### src/rtl/cla_pkg.sv
// Shared constants and group propagate/generate helper for the pipelined CLA adder.
package cla_pkg;

  localparam int unsigned DefWidth = 16;
  localparam int unsigned DefGroup = 4;
  localparam int unsigned MaxGroup = 32;

  typedef struct packed {
    logic p;
    logic g;
  } pg_t;

  // Combined propagate/generate over the lowest n bit positions (n = 0 gives p=1, g=0).
  function automatic pg_t grp_pg(input logic [MaxGroup-1:0] p,
                                 input logic [MaxGroup-1:0] g,
                                 input int unsigned         n);
    pg_t r;
    r.p = 1'b1;
    r.g = 1'b0;
    for (int unsigned i = 0; i < MaxGroup; i++) begin
      if (i < n) begin
        r.g = g[i] | (p[i] & r.g);
        r.p = r.p & p[i];
      end
    end
    return r;
  endfunction

endpackage

### src/rtl/cla_pipe_adder_if.sv
// Valid/ready operand and result streams of the pipelined CLA adder.
// The sub signal exists only when CLA_ADDSUB_EN is defined.
interface cla_pipe_adder_if import cla_pkg::*; #(
  parameter int unsigned WIDTH = DefWidth
);
  logic             in_valid;
  logic             in_ready;
  logic [WIDTH-1:0] a;
  logic [WIDTH-1:0] b;
  logic             cin;
`ifdef CLA_ADDSUB_EN
  logic             sub;
`endif
  logic             out_valid;
  logic             out_ready;
  logic [WIDTH-1:0] sum;
  logic             cout;

  modport master (
    output in_valid, a, b, cin,
`ifdef CLA_ADDSUB_EN
    output sub,
`endif
    input  in_ready, out_valid, sum, cout,
    output out_ready
  );

  modport slave (
    input  in_valid, a, b, cin,
`ifdef CLA_ADDSUB_EN
    input  sub,
`endif
    output in_ready, out_valid, sum, cout,
    input  out_ready
  );

endinterface

### src/rtl/cla_group.sv
// Combinational GROUP-bit carry-lookahead block with group propagate/generate outputs.
module cla_group import cla_pkg::*; #(
  parameter int unsigned GROUP = DefGroup
) (
  input  logic [GROUP-1:0] a,
  input  logic [GROUP-1:0] b,
  input  logic             ci,
  output logic [GROUP-1:0] s,
  output logic             co,
  output logic             P,
  output logic             G
);

  logic [GROUP-1:0] p;
  logic [GROUP-1:0] g;
  logic [GROUP-1:0] c;
  pg_t              lo;
  pg_t              pg;

  always_comb begin
    p  = a ^ b;
    g  = a & b;
    lo = '0;
    c  = '0;
    // Each bit carry is formed from ci and the lower-bit p/g terms directly.
    for (int unsigned i = 0; i < GROUP; i++) begin
      lo   = grp_pg(MaxGroup'(p), MaxGroup'(g), i);
      c[i] = lo.g | (lo.p & ci);
    end
    pg = grp_pg(MaxGroup'(p), MaxGroup'(g), GROUP);
    s  = p ^ c;
    co = pg.g | (pg.p & ci);
    P  = pg.p;
    G  = pg.g;
  end

endmodule

### src/rtl/cla_pipe_adder.sv
// Pipelined CLA adder: one GROUP-bit group per stage, carry registered between stages.
// Defining CLA_ADDSUB_EN adds the sub input (a - b computed as a + ~b + 1).
module cla_pipe_adder import cla_pkg::*; #(
  parameter int unsigned WIDTH = DefWidth,
  parameter int unsigned GROUP = DefGroup
) (
  input  logic           clk,
  input  logic           rst,
  cla_pipe_adder_if.slave bus
);

  localparam int unsigned NSTG = WIDTH / GROUP;

  logic             adv;
  logic [WIDTH-1:0] b_in;
  logic             c_in;

  logic [NSTG-1:0]  vld_q, vld_d, vld_st;
  logic [NSTG-1:0]  c_q, c_d, c_st;
  logic [NSTG-1:0]  grp_co, grp_p, grp_g;
  logic [WIDTH-1:0] a_q [NSTG];
  logic [WIDTH-1:0] a_d [NSTG];
  logic [WIDTH-1:0] a_st [NSTG];
  logic [WIDTH-1:0] b_q [NSTG];
  logic [WIDTH-1:0] b_d [NSTG];
  logic [WIDTH-1:0] b_st [NSTG];
  logic [WIDTH-1:0] s_q [NSTG];
  logic [WIDTH-1:0] s_d [NSTG];
  logic [WIDTH-1:0] s_st [NSTG];
  logic [GROUP-1:0] grp_s [NSTG];

  // Single global stall: the whole pipe moves only when the output slot can drain.
  assign adv          = ~vld_q[NSTG-1] | bus.out_ready;
  assign bus.in_ready = adv;

`ifdef CLA_ADDSUB_EN
  // b is inverted at capture, so sub never travels down the pipe.
  assign b_in = bus.sub ? ~bus.b : bus.b;
  assign c_in = bus.sub | bus.cin;
`else
  assign b_in = bus.b;
  assign c_in = bus.cin;
`endif

  always_comb begin : stage_in
    vld_st[0] = bus.in_valid;
    a_st[0]   = bus.a;
    b_st[0]   = b_in;
    s_st[0]   = '0;
    c_st[0]   = c_in;
    for (int unsigned k = 1; k < NSTG; k++) begin
      vld_st[k] = vld_q[k-1];
      a_st[k]   = a_q[k-1];
      b_st[k]   = b_q[k-1];
      s_st[k]   = s_q[k-1];
      c_st[k]   = c_q[k-1];
    end
  end

  for (genvar k = 0; k < NSTG; k++) begin : g_stage
    cla_group #(
      .GROUP(GROUP)
    ) u_grp (
      .a  (a_st[k][k*GROUP +: GROUP]),
      .b  (b_st[k][k*GROUP +: GROUP]),
      .ci (c_st[k]),
      .s  (grp_s[k]),
      .co (grp_co[k]),
      .P  (grp_p[k]),
      .G  (grp_g[k])
    );
  end

  always_comb begin : stage_next
    vld_d = vld_q;
    c_d   = c_q;
    a_d   = a_q;
    b_d   = b_q;
    s_d   = s_q;
    if (adv) begin
      for (int unsigned k = 0; k < NSTG; k++) begin
        vld_d[k]                   = vld_st[k];
        a_d[k]                     = a_st[k];
        b_d[k]                     = b_st[k];
        s_d[k]                     = s_st[k];
        s_d[k][k*GROUP +: GROUP]   = grp_s[k];
        c_d[k]                     = grp_co[k];
      end
    end
  end

  always_ff @(posedge clk or posedge rst) begin
    if (rst) begin
      vld_q <= '0;
      c_q   <= '0;
      a_q   <= '{default: '0};
      b_q   <= '{default: '0};
      s_q   <= '{default: '0};
    end else begin
      vld_q <= vld_d;
      c_q   <= c_d;
      a_q   <= a_d;
      b_q   <= b_d;
      s_q   <= s_d;
    end
  end

  assign bus.out_valid = vld_q[NSTG-1];
  assign bus.sum       = s_q[NSTG-1];
  assign bus.cout      = c_q[NSTG-1];

  // Group P/G and the last stage's operand copies have no consumer.
  logic unused_pg;
  assign unused_pg = ^{grp_p, grp_g, a_q[NSTG-1], b_q[NSTG-1]};

endmodule

### src/flat_wrapper.sv
// flat-port wrapper written by rule: the top's interface ports become plain ports
module cla_pipe_adder_flat import cla_pkg::*;
#(
  parameter int unsigned WIDTH = DefWidth,
  parameter int unsigned GROUP = DefGroup
)
  (clk, rst, bus_in_valid, bus_a, bus_b, bus_cin, bus_in_ready, bus_out_valid, bus_sum, bus_cout, bus_out_ready);
  cla_pipe_adder_if #(.WIDTH(WIDTH)) bus_i ();
  input  logic clk;
  input  logic rst;
  input wire logic [$bits(bus_i.in_valid)-1:0] bus_in_valid;
  input wire logic [$bits(bus_i.a)-1:0] bus_a;
  input wire logic [$bits(bus_i.b)-1:0] bus_b;
  input wire logic [$bits(bus_i.cin)-1:0] bus_cin;
  output wire logic [$bits(bus_i.in_ready)-1:0] bus_in_ready;
  output wire logic [$bits(bus_i.out_valid)-1:0] bus_out_valid;
  output wire logic [$bits(bus_i.sum)-1:0] bus_sum;
  output wire logic [$bits(bus_i.cout)-1:0] bus_cout;
  input wire logic [$bits(bus_i.out_ready)-1:0] bus_out_ready;
  assign bus_i.in_valid = bus_in_valid;
  assign bus_i.a = bus_a;
  assign bus_i.b = bus_b;
  assign bus_i.cin = bus_cin;
  assign bus_in_ready = bus_i.in_ready;
  assign bus_out_valid = bus_i.out_valid;
  assign bus_sum = bus_i.sum;
  assign bus_cout = bus_i.cout;
  assign bus_i.out_ready = bus_out_ready;
  cla_pipe_adder #(.WIDTH(WIDTH), .GROUP(GROUP)) u_core (.clk(clk), .rst(rst), .bus(bus_i));
endmodule
### config.mk
export PLATFORM = sky130hd
export DESIGN_NAME = cla_pipe_adder_flat
export DESIGN_NICKNAME = d
export VERILOG_FILES = /design/src/rtl/cla_pkg.sv /design/src/rtl/cla_pipe_adder_if.sv /design/src/rtl/cla_group.sv /design/src/rtl/cla_pipe_adder.sv /design/src/flat_wrapper.sv
export SDC_FILE = /design/constraint.sdc
export NUM_CORES = 1
export LEC_CHECK = 0
export ABC_AREA = 1
export BUFFER_PORTS_ARGS = -buffer_cell sky130_fd_sc_hd__buf_2
export CAP_MARGIN = 40
export CORE_MARGIN = 8
export CORE_UTILIZATION = 30
export DETAILED_ROUTE_END_ITERATION = 10
export HOLD_SLACK_MARGIN = 0.03
export PLACE_DENSITY = 0.53
export REMOVE_ABC_BUFFERS = 1
export SLEW_MARGIN = 20
export SYNTH_ARGS = -nofsm -noshare
export SYNTH_HDL_FRONTEND = slang
export SYNTH_SLANG_ARGS = --single-unit
### constraint.sdc
create_clock -name clk -period 7.5 [get_ports clk]
set_input_delay 1.125 -clock clk [delete_from_list [all_inputs] [get_ports clk]]
set_output_delay 1.125 -clock clk [all_outputs]
set_load 0.1 [all_outputs]
==> metrics.json <==
{
  "outcome": "complete, no violations",
  "groute.usage.overall": 0.0964,
  "max_freq_ghz": 0.289,
  "final.setup.tns_ns": 0,
  "area_delta_synth_final_pct": 15.4,
  "worst_skew_pair.late_latency_ns": 0.33,
  "antenna-diode-count": 0,
  "wl_per_cell_um": 11.2,
  "grt-ovfl-total": 0,
  "routabilityCongestion": 0.738,
  "detailed_place.area_um2": 4720,
  "depth_of_the_worst_register_to_register_path": 9,
  "tritoncts": "done",
  "timing.hold.worst_endpoint": "u_core.vld_q[3]$_DFFE_PP0P_",
  "drt.antenna.violating_nets": 0,
  "grt_setup_unrepaired": "false",
  "regToRegEndpoint": "u_core.b_q[52]$_DFFE_PP0P_",
  "ff2ff_setup_slack_ns": 5.55,
  "core_um2": 14300,
  "finalCritPeriodShare": 0.461,
  "postCtsSetupRepairBufs": 0,
  "nets": 598,
  "worst_case_hold_slack_ns": 0.447,
  "final-hold-violation-count": 0,
  "ctsHtreeMaxLevel": 3,
  "power.static_leakage_nw": 2.69,
  "routed-via-count": 3121,
  "min-delay-path-class": "reg -> reg",
  "grt_start_max_net_pins": 79,
  "worst_voltage_drop_across_the_vdd_grid_mv": 0.148,
  "path_cells": "buf_2, nor2_4, buf_4, buf_12, inv_2, buf_2",
  "utilization": 0.350,
  "ys.warnings.count": 0,
  "portBuffers": 55,
  "synth.ff_latch_count": 96,
  "drt-initial-drc-count": 197,
  "via_count_of_the_first_global_routing_pass": 3220,
  "layout.cell_area.non_filler_um2": 5010,
  "critPathArrivalTime_ns": 2.33,
  "path_class": "in -> out",
  "worst_hold_path.num_cells": 2,
  "reg2reg_from": "u_core.vld_q[3]$_DFFE_PP0P_",
  "postSynthCellCount": 505,
  "timing.max_slew.rel_slack": 0.670,
  "path_clk_slew_ns": 0.06,
  "viasPerCell": 4.28,
  "seq_area_frac_synth": 0.553,
  "slowest_stage": "sky130_fd_sc_hd__buf_4",
  "crit_path_end_kind": "output pin",
  "layout_common_cells": "238 x sky130_fd_sc_hd__nand2_1, 96 x sky130_fd_sc_hd__dfrtp_1, 55 x sky130_fd_sc_hd__buf_2",
  "layout.cells.most_common": "sky130_fd_sc_hd__nand2_1",
  "wirelength_mm": 8.17,
  "worst_slack_ns": 4.05,
  "die_h_um": 136,
  "die_area_um2": 18600,
  "crit_path_start_kind": "primary input",
  "grt_first_pass_wirelength_mm": 14.6,
  "power_density_nw_per_um2": 462,
  "hpwl_detailed_mm": 5.56,
  "finalSetupViolCount": 0,
  "ctsLongestPathBuffers": 2,
  "yosys.cell_types.count": 17,
  "final.min_clock_period_ns": 3.45,
  "drt_pass1_iterations": 5,
  "tritoncts_num_sinks": 96,
  "slowest_delay_ns": 0.35,
  "initial_standard_cell_utilization_of_the_core": 0.303,
  "numCtsBuffers": 9,
  "path_common_cell": "sky130_fd_sc_hd__buf_2",
  "final-max-slew-violation-count": 0,
  "worstMarginPinSlew_ns": 0.498,
  "drc_errors": 0,
  "drive_above_1_share": 0.143,
  "required_ns": 6.38,
  "max_cap_violations": 0,
  "worstHoldStart": "u_core.vld_q[2]$_DFFE_PP0P_",
  "fin_worst_skew_ns": 0.00638,
  "antenna_found_initial": 0,
  "clock-root-buffer": "sky130_fd_sc_hd__clkbuf_16",
  "total_standard_cell_area_after_synthesis_um2": 4340,
  "pre_cts_ws_ns": 4.01,
  "ios": 56,
  "synthesis.area_per_instance_um2": 8.60,
  "postCtsResizedCells": 0,
  "floorplan.die.width_um": 136,
  "cts_hold_buf": 0,
  "core.rowCount": 44,
  "final.fill_count": 1550,
  "critPathMaxFanout": 59
}
## synth_stat cells
cell,instances,share of area
sky130_fd_sc_hd__dfrtp_1,96,0.55
sky130_fd_sc_hd__buf_2,10,0.012
sky130_fd_sc_hd__clkbuf_1,5,0.0043
sky130_fd_sc_hd__xor2_1,4,0.0081
sky130_fd_sc_hd__nor2_4,1,0.0026
sky130_fd_sc_hd__ha_1,16,0.046
sky130_fd_sc_hd__fa_1,4,0.018
sky130_fd_sc_hd__nand4_1,4,0.0058
sky130_fd_sc_hd__nand3_1,16,0.018
sky130_fd_sc_hd__a21oi_1,8,0.0092
sky130_fd_sc_hd__o21ai_0,29,0.033
sky130_fd_sc_hd__inv_1,38,0.033
sky130_fd_sc_hd__nor2_1,12,0.010
sky130_fd_sc_hd__o22ai_1,2,0.0029
sky130_fd_sc_hd__buf_4,21,0.036
sky130_fd_sc_hd__nand2_1,238,0.21
sky130_fd_sc_hd__inv_2,1,0.00086
## power breakdown
part / switching, W / leakage (nW) / internal, W / total (W)
sequential: 0.000116 / 1.16 / 0.000743 / 0.000859
clock: 0.000187 / 0.135 / 0.000257 / 0.000444
combinational: 0.000746 / 1.39 / 0.000266 / 0.00101
## cell families after synthesis
| kind of cell | after synthesis | synth area share |
|---|---|---|
| XOR/XNOR | 4 | 0.00807 |
| AND/OR/NAND/NOR | 271 | 0.243 |
| buffers and inverters | 75 | 0.0859 |
| AO/OA/AOI/OAI | 39 | 0.0455 |
| adder cells (fa/ha/maj) | 20 | 0.0645 |
| flip-flops | 96 | 0.553 |
## worst max-delay path: cells and delay by family
kind	cells	cell delay, ns
buf+inv	5	1.09
simple gates	1	0.09
## how the worst max path moves through the flow
stage	to	startpoint
6_report	bus_in_ready	bus_out_ready
4_1_cts	bus_in_ready	bus_out_ready
3_3_place_gp	bus_in_ready	bus_out_ready
3_5_place_dp	bus_in_ready	bus_out_ready
5_1_grt	bus_in_ready	bus_out_ready
2_1_floorplan	bus_in_ready	bus_out_ready
## routing by layer
layer / global-route usage / vias up / share of wire
li1: - / 1607 / -
met1: 0.121 / 1447 / 0.48
met2: 0.155 / 58 / 0.46
met3: 0.0288 / 9 / 0.044
met4: 0.0329 / 0 / 0.011
met5: 0 / - / 0
## area by class of cell
class / instances / area (µm²) / area share
Timing Repair Buffer: 61 / 373 / 0.0744
Clock buffer: 10 / 229 / 0.0457
Inverter: 39 / 149 / 0.0297
Multi-Input combinational cell: 334 / 1570 / 0.313
Clock inverter: 5 / 58.8 / 0.0117
Tap cell: 184 / 230 / 0.0460
Sequential cell: 96 / 2400 / 0.480
## stage by stage
step,total power (W),instances
6_report,0.00232,729
4_1_cts,0.00236,729
3_5_place_dp,0.00190,714
3_3_place_gp,0.00186,711
2_1_floorplan,0.00167,469
5_1_grt,0.00252,729
## sequential cells by signal, summed over array words and instances, names as in the netlist
| name | cells |
|---|---|
| u_core.s_q | 24 |
| u_core.bus.sum | 16 |
| u_core.vld_q | 4 |
| u_core.b_q | 24 |
| u_core.c_q | 4 |
| u_core.a_q | 24 |
Power figures use the tool's default switching activity.
